**config.mk**
```make
export PLATFORM = sky130hd
export DESIGN_NAME = clk_gate_ctrl
export DESIGN_NICKNAME = d
export VERILOG_FILES = /design/src/rtl/clk_gate_pkg.sv /design/src/rtl/clk_gate_dom_fsm.sv /design/src/rtl/clk_gate_ctrl.sv
export SDC_FILE = /design/constraint.sdc
export NUM_CORES = 1
export LEC_CHECK = 0
export CORE_UTILIZATION = 35
export CTS_CLUSTER_SIZE = 8
export DETAILED_ROUTE_END_ITERATION = 6
export SKIP_LAST_GASP = 1
export SLEW_MARGIN = 15
export SYNTH_ARGS = -nofsm -noshare
export SYNTH_HDL_FRONTEND = slang
export SYNTH_SLANG_ARGS = --single-unit
```
**constraint.sdc**
```tcl
create_clock -name CLK_IN -period 8.8 [get_ports CLK_IN]
set_clock_uncertainty 0.15 [all_clocks]
set_input_delay 2.64 -clock CLK_IN [delete_from_list [all_inputs] [get_ports CLK_IN]]
set_output_delay 2.64 -clock CLK_IN [all_outputs]
set_load 0.05 [all_outputs]
```
**src/rtl/clk_gate_pkg.sv**
```systemverilog
// ---------------------------------------------------------------------------
// clk_gate_pkg
// Shared definitions for the clock-gating controller:
//   - cg_state_t     : per-domain gating FSM state encoding
//   - WAKE_CNT_W     : width of the wake settle counter
//   - STAT_W         : width of each gated-cycle statistics counter
//   - stat_sat_inc() : saturating increment used by the statistics counters
//                      (only used when CLK_GATE_CTRL_STATS_EN is defined)
// No ports (package).
// ---------------------------------------------------------------------------
package clk_gate_pkg;

  // Per-domain gating state. ON and DRAIN keep the clock running, OFF has
  // the clock stopped, WAKE has the clock running but not yet settled.
  typedef enum logic [1:0] {
    CG_ON    = 2'd0,
    CG_DRAIN = 2'd1,
    CG_OFF   = 2'd2,
    CG_WAKE  = 2'd3
  } cg_state_t;

  // Settle counter width; WAKE_LAT is limited to 1..15 so 4 bits suffice.
  localparam int WAKE_CNT_W = 4;

  // Width of one gated-cycle statistics counter.
  localparam int STAT_W = 32;

  // Increment that sticks at all-ones instead of wrapping.
  function automatic logic [STAT_W-1:0] stat_sat_inc(input logic [STAT_W-1:0] value);
    return (value == '1) ? value : value + STAT_W'(1);
  endfunction

endpackage : clk_gate_pkg

```
**src/rtl/clk_gate_dom_fsm.sv**
```systemverilog
// ---------------------------------------------------------------------------
// clk_gate_dom_fsm
// Gating FSM for one clock domain, including its idle counter and its wake
// settle counter. Runs the quiesce handshake before stopping the clock and
// reports ready once the restarted clock has settled.
//
// Parameters:
//   IDLE_W    width of the idle threshold / idle counter
//   WAKE_LAT  cycles from gate_en rising to ready rising (1..15)
//
// Ports:
//   clk        in   controller clock
//   rst_n      in   synchronous active-low reset
//   global_en  in   0 = never gate, keep the domain running
//   idle_cyc   in   idle cycles before gating, 0 = gating disabled
//   busy       in   domain has outstanding work
//   wake       in   wake request
//   qack       in   domain acknowledges quiesce
//   qreq       out  quiesce request (registered)
//   ready      out  clock running and settled (registered)
//   gate_en    out  enable for the gated clock cell (registered)
// ---------------------------------------------------------------------------
module clk_gate_dom_fsm
  import clk_gate_pkg::*;
#(
  parameter int IDLE_W   = 8,
  parameter int WAKE_LAT = 2
) (
  input  logic              clk,
  input  logic              rst_n,
  input  logic              global_en,
  input  logic [IDLE_W-1:0] idle_cyc,
  input  logic              busy,
  input  logic              wake,
  input  logic              qack,
  output logic              qreq,
  output logic              ready,
  output logic              gate_en
);

  localparam logic [WAKE_CNT_W-1:0] SETTLE_INIT = WAKE_CNT_W'(WAKE_LAT - 1);

  cg_state_t             state;
  cg_state_t             state_nxt;
  logic [IDLE_W-1:0]     idle_cnt;
  logic [IDLE_W-1:0]     idle_cnt_nxt;
  logic [WAKE_CNT_W-1:0] settle_cnt;
  logic [WAKE_CNT_W-1:0] settle_cnt_nxt;
  logic                  qreq_nxt;
  logic                  ready_nxt;
  logic                  gate_en_nxt;

  logic                  count_clr;
  logic                  stay_on;

  // Anything that means "do not gate" restarts the idle count.
  assign count_clr = busy | wake | ~global_en | (idle_cyc == '0);

  // Anything that must keep or bring the clock back. A global disable also
  // aborts a pending drain so a late QACK cannot stop the clock.
  assign stay_on = busy | wake | ~global_en;

  // Next-state logic together with the idle and settle counters. The idle
  // counter only advances while staying in ON; every other path leaves it
  // at zero, so leaving ON always restarts the idle window. The threshold
  // test uses >= so that lowering idle_cyc below the current count drains
  // on the very next cycle.
  always_comb begin
    state_nxt      = state;
    idle_cnt_nxt   = '0;
    settle_cnt_nxt = settle_cnt;

    unique case (state)
      CG_ON: begin
        if (!count_clr) begin
          if (idle_cnt >= (idle_cyc - IDLE_W'(1))) begin
            state_nxt = CG_DRAIN;
          end else if (idle_cnt != '1) begin
            idle_cnt_nxt = idle_cnt + IDLE_W'(1);
          end else begin
            idle_cnt_nxt = idle_cnt;
          end
        end
      end

      CG_DRAIN: begin
        // Abort wins over a simultaneous acknowledge.
        if (stay_on) begin
          state_nxt = CG_ON;
        end else if (qack) begin
          state_nxt = CG_OFF;
        end
      end

      CG_OFF: begin
        if (stay_on) begin
          state_nxt      = CG_WAKE;
          settle_cnt_nxt = SETTLE_INIT;
        end
      end

      CG_WAKE: begin
        // The domain must have released QACK before it is declared ready,
        // otherwise a stale acknowledge could be taken for a new handshake.
        if (settle_cnt != '0) begin
          settle_cnt_nxt = settle_cnt - WAKE_CNT_W'(1);
        end else if (!qack) begin
          state_nxt = CG_ON;
        end
      end

      default: begin
        state_nxt = CG_ON;
      end
    endcase
  end

  // Output decode from the next state so that the outputs can be registered
  // alongside the state and still line up with it.
  always_comb begin
    gate_en_nxt = 1'b1;
    ready_nxt   = 1'b0;
    qreq_nxt    = 1'b0;
    unique case (state_nxt)
      CG_ON: begin
        ready_nxt = 1'b1;
      end
      CG_DRAIN: begin
        ready_nxt = 1'b1;
        qreq_nxt  = 1'b1;
      end
      CG_OFF: begin
        gate_en_nxt = 1'b0;
        qreq_nxt    = 1'b1;
      end
      CG_WAKE: begin
        gate_en_nxt = 1'b1;
      end
      default: begin
        ready_nxt = 1'b1;
      end
    endcase
  end

  // State, counters and registered outputs. Reset forces the domain back to
  // a running, ready clock regardless of where the handshake was.
  always_ff @(posedge clk) begin
    if (!rst_n) begin
      state      <= CG_ON;
      idle_cnt   <= '0;
      settle_cnt <= '0;
      gate_en    <= 1'b1;
      ready      <= 1'b1;
      qreq       <= 1'b0;
    end else begin
      state      <= state_nxt;
      idle_cnt   <= idle_cnt_nxt;
      settle_cnt <= settle_cnt_nxt;
      gate_en    <= gate_en_nxt;
      ready      <= ready_nxt;
      qreq       <= qreq_nxt;
    end
  end

endmodule : clk_gate_dom_fsm

```
**src/rtl/clk_gate_ctrl.sv**
```systemverilog
// ---------------------------------------------------------------------------
// clk_gate_ctrl
// Per-domain clock-gating controller. Drives EN/TE of N_DOM gated clock
// cells, gating a domain after a programmable idle period and a quiesce
// handshake, and restarting it on wake with a fixed settle latency.
//
// Optional feature (macro CLK_GATE_CTRL_STATS_EN): per-domain 32-bit
// saturating counters of cycles spent gated, cleared by STAT_CLR.
//
// Parameters:
//   N_DOM     number of gated clock domains
//   IDLE_W    width of the idle threshold / counter
//   WAKE_LAT  cycles from GATE_EN rise to DOM_READY rise (1..15)
//
// Ports:
//   CLK_IN          in   free-running controller clock
//   RST_N           in   synchronous active-low reset
//   CFG_GLOBAL_EN   in   0 = never gate, all domains held on
//   CFG_IDLE_CYC    in   idle cycles before gating, 0 = gating disabled
//   SCAN_MODE       in   DFT mode, forces all test enables
//   DOM_BUSY        in   per-domain outstanding work
//   DOM_WAKE        in   per-domain wake request
//   DOM_QACK        in   per-domain quiesce acknowledge
//   DOM_QREQ        out  per-domain quiesce request
//   DOM_READY       out  per-domain clock running and settled
//   GATE_EN         out  per-domain gated cell EN
//   GATE_TE         out  per-domain gated cell TE (combinational from SCAN_MODE)
//   STAT_CLR        in   clear all statistics counters (stats build only)
//   STAT_GATED_CYC  out  N_DOM x 32-bit gated-cycle counts (stats build only)
// ---------------------------------------------------------------------------
module clk_gate_ctrl
  import clk_gate_pkg::*;
#(
  parameter int N_DOM    = 4,
  parameter int IDLE_W   = 8,
  parameter int WAKE_LAT = 2
) (
  input  logic                    CLK_IN,
  input  logic                    RST_N,
  input  logic                    CFG_GLOBAL_EN,
  input  logic [IDLE_W-1:0]       CFG_IDLE_CYC,
  input  logic                    SCAN_MODE,
  input  logic [N_DOM-1:0]        DOM_BUSY,
  input  logic [N_DOM-1:0]        DOM_WAKE,
  input  logic [N_DOM-1:0]        DOM_QACK,
  output logic [N_DOM-1:0]        DOM_QREQ,
  output logic [N_DOM-1:0]        DOM_READY,
  output logic [N_DOM-1:0]        GATE_EN,
  output logic [N_DOM-1:0]        GATE_TE
`ifdef CLK_GATE_CTRL_STATS_EN
  ,
  input  logic                    STAT_CLR,
  output logic [N_DOM*STAT_W-1:0] STAT_GATED_CYC
`endif
);

  // Scan forces every cell transparent; the gating FSMs are left untouched
  // so functional state survives a scan-mode excursion.
  assign GATE_TE = {N_DOM{SCAN_MODE}};

  // One independent FSM per domain; there is no arbitration between them.
  for (genvar d = 0; d < N_DOM; d++) begin : g_dom
    clk_gate_dom_fsm #(
      .IDLE_W   (IDLE_W),
      .WAKE_LAT (WAKE_LAT)
    ) u_fsm (
      .clk       (CLK_IN),
      .rst_n     (RST_N),
      .global_en (CFG_GLOBAL_EN),
      .idle_cyc  (CFG_IDLE_CYC),
      .busy      (DOM_BUSY[d]),
      .wake      (DOM_WAKE[d]),
      .qack      (DOM_QACK[d]),
      .qreq      (DOM_QREQ[d]),
      .ready     (DOM_READY[d]),
      .gate_en   (GATE_EN[d])
    );

`ifdef CLK_GATE_CTRL_STATS_EN
    logic [STAT_W-1:0] gated_cyc;

    // GATE_EN is low exactly while the domain sits in OFF, so it doubles as
    // the "gated this cycle" indication. Clear beats a coincident increment.
    always_ff @(posedge CLK_IN) begin
      if (!RST_N || STAT_CLR) begin
        gated_cyc <= '0;
      end else if (!GATE_EN[d]) begin
        gated_cyc <= stat_sat_inc(gated_cyc);
      end
    end

    assign STAT_GATED_CYC[d*STAT_W +: STAT_W] = gated_cyc;
`endif
  end

endmodule : clk_gate_ctrl

```
Word-level counts from Yosys, hierarchy flattened

Cells that the tools add are included.

Flip-flop bits (word level): 68
Output and inout bits: 16
Logic and storage cells: 176
Input bits: 24

Multiplexer cells: 56
Bitwise gates (word level): 18
$lt $le $gt $ge: 4
$add $sub $neg: 9
Reductions and logical operators: 33
Equality and inequality tests: 32

Operator list:

| cell                                                                | count |
|---|---|
| 2-bit two-way mux                                                   | 28 |
| 8-bit by 1-bit adder with 8-bit output (second input constant)      | 4 |
| 8-bit greater-or-equal comparator                                   | 4 |
| 4-bit two-way mux                                                   | 8 |
| 8-bit != test (second input constant)                               | 4 |
| 2-bit one-hot mux with 4 select lines                               | 4 |
| 4-bit one-hot mux with 2 select lines                               | 4 |
| 2-bit == test (second input constant)                               | 12 |
| 2-bit by 1-bit == test with 1-bit output (second input constant)    | 8 |
| 2-bit logical NOT                                                   | 8 |
| 2-bit by 1-bit != test with 1-bit output (second input constant)    | 8 |
| 4-bit nonzero test                                                  | 4 |
| 2-bit OR reduction                                                  | 8 |
| 4-bit OR reduction                                                  | 4 |
| 4-bit by 1-bit subtractor with 4-bit output (second input constant) | 4 |
| 1-bit two-way mux                                                   | 12 |
| 1-bit OR                                                            | 12 |
| 3-bit AND reduction                                                 | 4 |
| 8-bit logical NOT                                                   | 1 |
| 2-bit nonzero test                                                  | 4 |
| 8-bit by 1-bit subtractor with 8-bit output (second input constant) | 1 |
| 1-bit NOT                                                           | 6 |

Depth between registers and ports, before layout

Gate-level depths: netlist of the first run.

Depth after elaboration: 8
Gate-level depth with buffers: 13
Gate-level depth less buffers: 13

Hierarchy

Synthesis of the first run repeated with hierarchy kept, for this count alone.

Cell total of the unflattened synthesis: 547
Area total of the unflattened synthesis: 4,599.4 um^2

By module, submodules not included:

| module                                 | sequential area each (um^2) | cells an instance | times used | area each (um^2) |
|---|---|---|---|---|
| clk_gate_dom_fsm at g_dom[0].u_fsm ... | 340.3                       | 135               | 3          | 1,136.1 |
| clk_gate_dom_fsm at g_dom[3].u_fsm     | 340.3                       | 138               | 1          | 1,161.1 |
| clk_gate_ctrl                          | 0.0                         | 4                 | 1          | 30.0 |

Least setup slack after synthesis of the first run

OpenSTA, ideal clock, no wires.

Kind: input -> output
Start point: input port SCAN_MODE
End point: output port GATE_TE[0]
Cell stages on the path: 1
Path buffers: 1
Arrival: 2.810 ns
Setup slack: 3.200 ns
Data required time: 6.010 ns
Cells stage by stage: buf_4

RTL lines:

| element         | line                | RTL |
|---|---|---|
| start, declared | clk_gate_ctrl.sv:42 | `input logic SCAN_MODE,` |
| end, declared   | clk_gate_ctrl.sv:49 | `output logic [N_DOM-1:0] GATE_TE` |

No word-level cell between the ends.

Worst setup path in the final report of the first run

Start point: input port CFG_IDLE_CYC[0]
End point: register g_dom[2].u_fsm.ready

Longest elaborated chain between the ends: 8
Elaborated cells on any way between the ends: 11
Classes of those cells: add/sub: 1; order compare: 1; eq/ne: 1; mux: 4; bitwise: 1; reduce/logical: 3

RTL lines:

| element                                                                              | line                    | RTL |
|---|---|---|
| start, declared                                                                      | clk_gate_ctrl.sv:41     | `input logic [IDLE_W-1:0] CFG_IDLE_CYC,` |
| 8-bit by 1-bit subtractor with 8-bit output                                          | clk_gate_dom_fsm.sv:76  | `if (idle_cnt >= (idle_cyc - IDLE_W'(1))) begin` |
| 8-bit greater-or-equal comparator                                                    | clk_gate_dom_fsm.sv:76  |  |
| 2-bit two-way mux                                                                    | clk_gate_dom_fsm.sv:76  |  |
| 2-bit two-way mux *                                                                  | clk_gate_dom_fsm.sv:75  | `if (!count_clr) begin` |
| 2-bit one-hot mux with 4 select lines *                                              | clk_gate_dom_fsm.sv:73  | `unique case (state)` |
| via g_dom[2].u_fsm.state_nxt[0]                                                      | clk_gate_dom_fsm.sv:44  | `cg_state_t state_nxt;` |
| 2-bit by 1-bit == test with 1-bit output / 2-bit logical NOT (equally long branches) | clk_gate_dom_fsm.sv:124 | `unique case (state_nxt)` |
| 2-bit OR reduction (no line) *                                                       | n/a                     |  |
| 1-bit two-way mux *                                                                  | clk_gate_dom_fsm.sv:124 |  |
| end signal, assigned                                                                 | clk_gate_dom_fsm.sv:160 | `ready <= ready_nxt;` |
| end, declared                                                                        | clk_gate_dom_fsm.sv:37  | `output logic ready,` |

Mark *: on every way through the listed nets, which the timed path passes. The rest lies on a longest branch.
A chain may end at the register's enable or synchronous reset.

==> summary by stage, run 1 <==
CTS
The number of buffers created by CTS is 9. The root buffer cell is clkbuf_16. Post-CTS timing repair inserted 0 buffers for setup. After clock tree synthesis, the clock-pin slew on the worst setup and hold paths is 50 ps.

The post-cts repair resize count is 0. The number of clock sinks seen by CTS is 68. Buffers inserted to repair hold after CTS numbered 0. The clock tree buffer depth is 2. The CTS tree is built. The latest clock arrival within the worst-skew pair is 330 ps.

The level count of the clock H-tree is 3.

Critical path
The startpoint-to-endpoint class of the critical path is in -> reg. The arrival time at the worst endpoint is 5810 ps. The critical path required time is 8860 ps. The sort of element at the end of the critical path is a flop. In this run the worst path has a maximum fanout of 6. The type of origin of the critical path is an input port.

GRT
The first-pass GRT wire length is 15800 µm. The overall track demand over capacity in global routing is 15.2%. The initial antenna violation count was 0. Summed over all layers, the global routing overflow is 0. The via count of the first global-routing pass is 3366. The largest net degree at the start of global routing is 22.

Yosys
In the synthesized netlist the async set-or-reset flop fraction comes to 0%. The number of enable flip-flop cells after synthesis is 0. By area the synthesized netlist is led by dfxtp_1 31%, ha_1 13%, nor2_1 5.7%. The simple logic cell fraction of the synthesized area is 25.1%. After synthesis, the share of cell area in mux cells is 0.690%.

After synthesis the cells add up to 4350 µm². Of the synthesized area, sequential elements account for 31.3%. The synthesized netlist devotes 14.2% of its cell area to adder and majority cells. The area fraction in compound gates after synthesis is 16.2%. For this run, the leading register cell type out of synthesis is dfxtp_1. In this run, distinct cell masters in the synthesized netlist total 52. Dividing the synthesized area by the synthesized cell count gives 8.50 µm². The largest family of logic cells by synthesized area is simple AND/OR/NAND/NOR gates. The share of Yosys cell area claimed by the top area cell type is 31.3%. In the synthesized netlist, the number of instances is 512. During synthesis, Yosys emitted a total of 0 warnings. When the netlist entered floorplanning its net count stood at 582. The post-synthesis sequential element count is 68. The xor/xnor cell area share of the yosys netlist is 6.50%.

Summed over all instances, the cell type with the most area after synthesis is dfxtp_1.

Routing
The first-pass iteration count of the detailed router is 4. In this run, the number of DRC markers left after iteration 0 of detailed routing was 178. Dividing the detail-routed wire length by the instance count gives 12.9 µm. The routed layout has 3558 vias. The via density per instance is 5.07.

After detailed routing, the total wire length is 9080 µm. The count of nets left with antenna violations once routing finished came out at 0. After detailed routing, the number of remaining DRC violations is 0.

Power and ir drop
The worst-case vdd ir drop is 0.0000745 V. The overall power is 726 µW. The cell area power density is 145 nW/µm². The reported leakage power is 1.92 nW.

Floorplanning
The die covers 12900 µm². The number of placement rows is 40. The die is 113 µm tall. The area inside the core boundary is 12100 µm². Measured along the x axis, the die boundary spans 113 µm.

Once the floorplan was initialized, standard cells occupied 36.1% of the core. The number of ports placed on the die boundary is 40.

Status
The flow ran to the end, and the final reports show no timing, DRC or antenna violations.

Timing
Setup violations remaining at the end of the flow were counted as 0. The slew at the pin with the worst max-slew slack is 751 ps. The achievable frequency is 0.174 GHz. After routing, the total negative slack on setup checks comes to 0 ps.

In this run the tightest slew margin relative to its limit is 49.6%. The tightest hold path in the finished design has a slack of 336 ps. In the finished design, the share of the clock period the worst path needs comes to 65.3%. The final hold violation count was 0.

The final-report max-slew violation count came to 0. The minimum clock period after layout is 5740 ps. Setup repair after global routing left no endpoint under its margin.

Final layout
After routing the design area is 5020 µm². Relative to the synthesized area, the layout overhead comes to 15.3%. The share of final-layout standard cells stronger than drive strength 1 is 6.74%. The final net count is 600. Leaving out fill and tap cells, the most frequent cell in the layout is dfxtp_1.

The final cell count without fillers is 702. In the layout the commonest cells are 68 x dfxtp_1, 66 x nor2_1, 46 x ha_1. The repair_antennas step left the layout with diodes totalling 0.

Place
After detailed placement, the design holds a cell count of 687. The placement-stage cell area is 4720 µm². The wire-length estimate of the detail-placed layout is 6880 µm. The placer congestion estimate is 0.785. The count of buffers added on input and output ports is 34.

Run
The max-cap check violation count is 0.

Min path
The class of the tightest hold or removal check is reg -> reg.
==> worst paths after layout <==
kind,endpoint,cells past startpoint,slack (ps),from
setup reg to reg,g_dom[2].u_fsm.ready,10,5970,g_dom[2].u_fsm.idle_cnt[0]
hold reg to reg,g_dom[0].u_fsm.settle_cnt[3],2,340,g_dom[0].u_fsm.settle_cnt[3]
hold / removal,g_dom[0].u_fsm.settle_cnt[3],2,340,g_dom[0].u_fsm.settle_cnt[3]
setup / recovery,g_dom[2].u_fsm.ready,14,3060,CFG_IDLE_CYC[0]
==> cells in the mapped netlist, types with 9 or more instances <==
library cell,instances
a21oi_1,22
and2_1,11
and3_1,13
buf_4,18
dfxtp_1,68
ha_1,46
inv_1,24
nand2_1,33
nand2b_1,12
nand3_1,27
nor2_1,66
nor3_1,19
o21ai_0,14
or3_1,11
xnor2_1,9
xor2_1,13
==> critical path: stages <==
cell and delay (ps):
clkdlybuf4s50_1 470, inv_1 110, ha_1 250, nand2b_1 130
nor2_1 70, xnor2_1 380, ha_1 330, nand3_1 70
nand2_1 50, a41oi_1 400, o21ai_2 140, a31o_1 240
ha_1 190, or3_1 330
==> logic make-up after synthesis <==
group / after synthesis
AND/OR/NAND/NOR: 216
AO/OA/AOI/OAI: 98
flip-flops: 68
buffers and inverters: 51
adder cells (fa/ha/maj): 50
XOR/XNOR: 26
multiplexers: 3
==> flip-flops by register name, indices dropped and copies added (netlist names) <==
signal                  flops
g_dom.u_fsm.gate_en         4
g_dom.u_fsm.ready           4
g_dom.u_fsm.settle_cnt     16
g_dom.u_fsm.state           8
g_dom.u_fsm.idle_cnt       32
g_dom.u_fsm.qreq            4
==> power breakdown <==
part | leakage [nW] | internal, mW | switching (mW)
registers | 0.549 | 0.310 | 0.00151
logic | 1.23 | 0.0265 | 0.0313
clock network | 0.138 | 0.225 | 0.132
==> routing by layer <==
layer  vias up  track usage, %  part of all wire [%]
li1       1843               -                     -
met1      1649            20.6                    52
met2        55            23.7                    43
met3        11            3.61                   3.1
met4         0            5.26                   1.2
met5         -               0                     0
==> final cells by class <==
type                            instances  area (µm²)
Clock buffer                           11         243
Sequential cell                        68        1360
Timing Repair Buffer                   34         340
Clock inverter                          4        50.0
Fill cell                            1190        7050
Tap cell                              168         210
Multi-Input combinational cell        393        2720
Inverter                               24        90.1
==> through the flow <==
step	util, %	setup slack, ps
2_1_floorplan	-	3200
3_3_place_gp	39.2	2690
3_5_place_dp	39.2	2570
4_1_cts	41.6	2920
5_1_grt	41.6	2740
6_report	41.6	3060
No activity file was read; power rests on OpenSTA's default activity.
==> run 2, diff against run 1 <==
clock period = 5.9 ns   (was 8.8 ns; I/O delays follow)
==> run 2 against run 1 <==
Compared with the run above: combinational power grew 51%; via count about the same; setup slack worse by 2000 ps; critical path depth fell by 2; register-to-register slack worse by 2900 ps; flip-flop and latch count did not move; clock power grew 62%; first-iteration DRC count is 15% higher; routed wire length fell by 0.83%; sequential power is 49% higher; die area is the same.
==> summary by stage, run 2 (synthesis results as in run 1) <==
Final layout
The most common library cell in the layout ignoring fill and taps is dfxtp_1. More flip-flops sit in one register than any other, and that register is g_dom.u_fsm.idle_cnt. The number of antenna repair diodes was 0 (unchanged). The final cell count without fillers is 704 (+0.28%).

In the layout the commonest cells are 68 x dfxtp_1, 66 x nor2_1, 46 x ha_1. The area growth from synthesis to layout is 16.0%. The number of flip-flops in the largest register is 32 (unchanged). The largest registers in the layout are g_dom.u_fsm.idle_cnt: 32 flops, g_dom.u_fsm.settle_cnt: 16 flops, g_dom.u_fsm.state: 8 flops. The final net count is 601 (+0.17%). The share of final-layout standard cells stronger than drive strength 1 is 7.09% (+0.35 points).

CTS
The post-cts repair resize count is 0 (unchanged). The number of clock sinks seen by CTS came to 68 (unchanged). TritonCTS built the clock tree. The post-CTS clock slew at the launch and capture registers of the worst setup and hold paths came to 60 ps (about the same). The latest clock arrival within the worst-skew pair is 340 ps (about the same). The clock tree buffer depth is 2 (unchanged).

The number of buffers created by CTS came to 9 (unchanged). The root buffer cell is clkbuf_16. The level count of the clock H-tree is 3 (unchanged).

The number of post-CTS setup repair buffers is 0 (unchanged). The number of hold-repair buffers added at the cts stage is 0 (unchanged).

Critical path
The slowest stage of the critical path belongs to the cell clkdlybuf4s50_1. STA classifies the critical path startpoint as an input port. The critical path required time is 5970 ps (-2890 ps). The largest stage delay on the critical path was 470 ps (about the same).

The startpoint-to-endpoint class of the critical path is in -> reg. The critical path goes through clkdlybuf4s50_1 > nor3_1 > nand2_1 > xor2_1 > ha_1 > a21oi_1 > nand2_1 > a41oi_1 > o21ai_2 > a31o_1 > ha_1 > or3_1. The peak fanout along the critical path was 4 (-2). The arrival time at the worst endpoint came to 4960 ps (-850 ps). The sort of element at the end of the critical path is a flop.

Floorplanning
The number of ports placed on the die boundary was 40 (unchanged). The initial cell density of the core was 36.1% (unchanged). The number of placement rows is 40 (unchanged). The horizontal extent of the die is 113 µm (unchanged). The area of the die is 12900 µm² (unchanged). The area inside the core boundary is 12100 µm² (unchanged). The vertical extent of the die is 113 µm (unchanged).

Power and ir drop
The power dissipated by switching net loads is 259 µW (+57%). The worst-case vdd ir drop was 0.000113 V (+52%). The fraction of power consumed by sequential logic is 41.0% (-1.9 points). The reported leakage power is 1.93 nW (+0.84%).

The part of the total power dissipated in the clock network is 51.2% (+2.0 points). The combinational share of power came to 7.7% (-0.3 points). The internal power contribution came to 872 µW (+55%).

The fraction of power spent switching nets is 22.9% (+0.15 points). The cell area power density is 224 nW/µm² (+55%).

Timing
The smallest clock period supported by the final layout is computed as 4890 ps. The final-report setup violation count is 0 (unchanged). The ratio of final minimum period to clock period is 82.9%. The worst-case headroom to the max-slew limit is 49.2% (-0.38 points).

Based on the critical path, the design can be clocked at up to 0.204 GHz. The total negative slack came to 0 ps (unchanged). The final hold violation count is 0 (unchanged). The slew at the pin with the worst max-slew slack is 760 ps (+8.42 ps).

The final-report max-slew violation count came to 0 (unchanged). The worst slack on hold paths is 344 ps (+7.99 ps). Setup repair after global routing left no endpoint under its margin.

Min path
The worst hold path belongs to the class reg -> reg.

Place
The placer congestion estimate is 0.807 (+2.8%). The count of input and output buffers was 34 (unchanged). The half-perimeter wire length of the detailed placement result is 6750 µm (-1.9%). The number of cells in the design after placement came to 688 (+0.15%).

Status
The run finished with clean final reports.

Routing
The total via count in the routed design came to 3559 (+0.028%). The DRC violation total after the first TritonRoute iteration came to 204 (+15%). The first-pass iteration count of the detailed router is 4 (unchanged). The DRC violation count after routing is 0 (unchanged). The via density per instance is 5.06 (-0.26%). The wire length after detailed routing was 9000 µm (-0.83%). The routed length per placed instance came to 12.8 µm (-1.1%). The remaining antenna violation count after routing is 0 (unchanged).

GRT
The largest net degree at the start of global routing is 22 (unchanged). The overall track demand over capacity in global routing is 15.2% (about the same). The total overflow reported by the global router is 0 (unchanged). The via count of the first global-routing pass is 3420 (+1.6%).

The initial antenna violation count was 0 (unchanged). The first-pass GRT wire length is 15500 µm (-2.1%).

Run
The max-cap check violation count came to 0 (unchanged).
-- run 2: cell types whose count changed in the layout (fill, tap and decap cells not counted), sizes merged --
cell | previous run | this run
clkinv | 1 | 2
buf | 0 | 1
clkbuf | 11 | 10
bufinv | 1 | 2
-- run 2: final cells by class --
cell class,count,area (µm²)
Timing Repair Buffer,35,348
Tap cell,168,210
Fill cell,1220,7010
Clock inverter,6,88.8
Inverter,24,90.1
Clock buffer,10,229
Sequential cell,68,1360
Multi-Input combinational cell,393,2720
-- run 2: worst max-delay path, delay by kind of cell --
family / cells / cell delay, ps
simple gates: 4 / 870
compound gates: 4 / 870
fa+ha+maj: 2 / 540
buf+inv: 1 / 470
xor+xnor: 1 / 440
-- run 2: path summary, 6_finish.rpt --
kind	start	endpoint	slack [ps]	cells after the start
worst max-delay path	CFG_IDLE_CYC[2]	g_dom[2].u_fsm.ready	1010	12
worst max register to register	g_dom[0].u_fsm.idle_cnt[0]	g_dom[0].u_fsm.ready	3100	10
worst min register to register	g_dom[0].u_fsm.settle_cnt[3]	g_dom[0].u_fsm.settle_cnt[3]	340	2
worst min-delay path	g_dom[0].u_fsm.settle_cnt[3]	g_dom[0].u_fsm.settle_cnt[3]	340	2
-- run 2: power by group through the flow --
stage	clock network, mW	logic, mW	registers [mW]
after floorplan	0	0.0632	0.473
after global placement	0	0.0854	0.474
after detailed placement	0	0.0871	0.474
after CTS	0.595	0.0879	0.464
after global routing	0.619	0.0980	0.464
final	0.579	0.0873	0.464
-- run 2: routing by layer --
layer / vias to the layer above / routed length, µm / global-route usage [%]
li1: 1833 / - / -
met1: 1653 / 4500 / 18.8
met2: 67 / 4030 / 25.0
met3: 6 / 385 / 5.21
met4: 0 / 90 / 4.65
met5: - / 0 / 0
-- run 2: per-stage QoR --
step,instance area (µm²),setup slack (ps),power [mW],util [%]
global placement,4730,771,0.559,39.2
finish,5050,1010,1.13,41.9
global route,5050,817,1.18,41.9
floorplan,4350,1600,0.537,-
CTS,5050,1040,1.15,41.9
detailed placement,4730,670,0.561,39.2
==> run 3, diff against run 2 <==
clock period = 4.9 ns   (was 5.9 ns; I/O delays follow)
==> run 3 against run 2 <==
Compared with the run above: clock power increased by 24%; largest power group unchanged; final cell count rose by 1.3%; clock-buffer cell count is 1 higher; routed wire length increased by 1.7%; setup slack got worse by 580 ps; sequential power is 20% higher; total power up 23%.
==> summary by stage, run 3 (synthesis results as in run 1) <==
CTS
The level count of the clock H-tree was 3 (unchanged). The post-cts repair resize count is 0 (unchanged). The clock tree buffer depth is 2 (unchanged).

The post-CTS clock slew at the launch and capture registers of the worst setup and hold paths is 60 ps (about the same). The number of hold-repair buffers added at the cts stage came to 0 (unchanged). The CTS tree is built.

The latest clock arrival within the worst-skew pair is 330 ps (about the same). The root buffer cell is clkbuf_16. The number of clock sinks seen by CTS is 68 (unchanged). The number of post-CTS setup repair buffers is 0 (unchanged).

The number of buffers created by CTS is 9 (unchanged).

Final layout
The largest registers in the layout are g_dom.u_fsm.idle_cnt: 32 flops, g_dom.u_fsm.settle_cnt: 16 flops, g_dom.u_fsm.state: 8 flops. The share of final-layout standard cells stronger than drive strength 1 was 8.81% (+1.7 points). The number of flip-flops in the largest register was 32 (unchanged). The final net count is 610 (+1.5%). g_dom.u_fsm.idle_cnt holds more flip-flops than any other register.

The final cell count without fillers was 713 (+1.3%). Compared with the post-synthesis result, the final layout area differs by 18.0%. The number of fill cells is 1194 (-2.1%). Leaving out fill and tap cells, the most frequent cell in the layout is dfxtp_1. In the layout the commonest cells are 68 x dfxtp_1, 66 x nor2_1, 46 x ha_1.

The number of antenna repair diodes was 0 (unchanged).

Place
The half-perimeter wire length of the detailed placement result is 6930 µm (+2.7%). The number of cells in the design after placement was 697 (+1.3%). The count of input and output buffers was 34 (unchanged). The placer congestion estimate is 0.776 (-3.8%). The minimum setup slack after placement is 77.2 ps (-593 ps).

Timing
After layout, the worst path uses 91.3% of the clock period. The worst-case headroom to the max-slew limit is 61.1% (+12 points). The final-report max-slew violation count is 0 (unchanged). The final worst slack came to 426 ps (-582 ps). The final hold violation count is 0 (unchanged). The minimum clock period after layout is 4470 ps. The final-report setup violation count is 0 (unchanged). The total negative slack is 0 ps (unchanged). Setup repair after global routing left no endpoint under its margin.

Static timing analysis puts the maximum clock frequency at 0.224 GHz. The worst slack on hold paths was 348 ps (+3.21 ps). The slew at the pin with the worst max-slew slack is 582 ps (-178 ps).

Floorplanning
The number of ports placed on the die boundary is 40 (unchanged). The initial cell density of the core is 36.1% (unchanged). The number of placement rows came to 40 (unchanged). The area of the die is 12900 µm² (unchanged). The horizontal extent of the die is 113 µm (unchanged). The vertical extent of the die is 113 µm (unchanged). The area inside the core boundary is 12100 µm² (unchanged).

Min path
The min-delay analysis places its worst path in the category reg -> reg. The start point of the worst min-delay path is g_dom[2].u_fsm.settle_cnt[3]. The worst hold path cell count is 2 (unchanged).

For hold timing, the worst endpoint is g_dom[2].u_fsm.settle_cnt[3].

Power and ir drop
The worst-case vdd ir drop is 0.000124 V (+10%). The cell area power density was 270 nW/µm² (+21%). The reported leakage power was 1.99 nW (+2.7%).

Critical path
In this design, the critical path's most frequently occurring cell is ha_1. The worst setup path is captured at a flop. The worst-case reg-to-reg path depth came to 10 (unchanged). Walking the worst path, the cells encountered are clkdlybuf4s50_1 > inv_1 > ha_1 > nand2b_1 > nor2_1 > xnor2_1 > ha_1 > nand3_1 > nand2_1 > a41oi_1 > o21ai_1 > a31o_2 > ha_1 > or3_1. The setup slack of the worst register-to-register path is 2150 ps (-950 ps). The peak fanout along the critical path is 5 (+1). The endpoint identified for the worst register-to-register timing path is g_dom[0].u_fsm.ready. The startpoint identified for the worst register-to-register timing path is g_dom[0].u_fsm.idle_cnt[0].

The critical path in this run is classified as in -> reg. The critical path required time is 4970 ps (-1000 ps). The type of origin of the critical path is an input port. The standard cell with the maximum stage delay on the critical path is clkdlybuf4s50_1. The origin of the worst setup path is CFG_IDLE_CYC[0]. The arrival time at the worst endpoint is 4540 ps (-420 ps).

The largest stage delay on the critical path was 480 ps (about the same).

Status
The run finished with clean final reports.

Routing
The via density per instance came to 4.99 (-1.3%). The remaining antenna violation count after routing is 0 (unchanged). The routed length per placed instance came to 12.8 µm (+0.44%). The first-pass iteration count of the detailed router is 4 (unchanged).

The total via count in the routed design was 3558 (-0.028%). The DRC violation total after the first TritonRoute iteration was 151 (-26%). The DRC violation count after routing is 0 (unchanged). The wire length after detailed routing was 9160 µm (+1.7%).

Run
The max-cap check violation count came to 0 (unchanged).

GRT
The initial antenna violation count is 0 (unchanged). The total overflow reported by the global router came to 0 (unchanged). The overall track demand over capacity in global routing is 15.2% (-0.043 points). The via count of the first global-routing pass is 3479 (+1.7%). The largest net degree at the start of global routing is 22 (unchanged). The first-pass GRT wire length is 15500 µm (+0.14%).
-- run 3: cell types whose count changed in the layout (fill, tap and decap cells not counted), sizes merged --
cell    before  now
clkinv       2    1
buf          1   10
clkbuf      10   11
-- run 3: worst max-delay path by stage --
stage	end	slack, ps	depth (start not counted)
floorplan	g_dom[2].u_fsm.ready	900	13
global placement	g_dom[0].u_fsm.ready	180	14
detailed placement	g_dom[0].u_fsm.ready	80	14
CTS	g_dom[0].u_fsm.ready	430	14
global route	g_dom[0].u_fsm.ready	100	12
finish	g_dom[0].u_fsm.ready	430	14
-- run 3: report_power, final --
part	switching, mW	internal (mW)	total, mW
clock	0.244	0.474	0.718
sequential	0.00255	0.556	0.559
combinational	0.0579	0.0524	0.110
-- run 3: final cells by class --
class	count	area (µm²)	area share (%)
inverter	24	90.1	1.75
timing repair buffer	44	415	8.09
tap	168	210	4.09
clock buffer	11	253	4.92
multi-input combinational	393	2720	53.0
clock inverter	5	83.8	1.63
sequential	68	1360	26.5
-- run 3: worst max-delay path, delay by kind of cell --
kind            cells  cell delay (ps)
xor+xnor            1              400
compound gates      3              680
fa+ha+maj           3              760
buf+inv             2              580
simple gates        5              640
-- run 3: through the flow --
stage | utilization (%) | area (µm²) | total power [mW]
detailed placement | 39.8 | 4800 | 0.682
global route | 42.6 | 5130 | 1.45
CTS | 42.6 | 5130 | 1.41
global placement | 39.8 | 4800 | 0.678
finish | 42.6 | 5130 | 1.39
floorplan | - | 4350 | 0.646
-- run 3: per-layer routing --
metal / track usage (%) / vias to the layer above / part of all wire [%]
li1: - / 1853 / -
met1: 18.8 / 1640 / 50
met2: 25.4 / 58 / 46
met3: 4.41 / 7 / 2.9
met4: 4.65 / 0 / 0.97
met5: 0 / - / 0
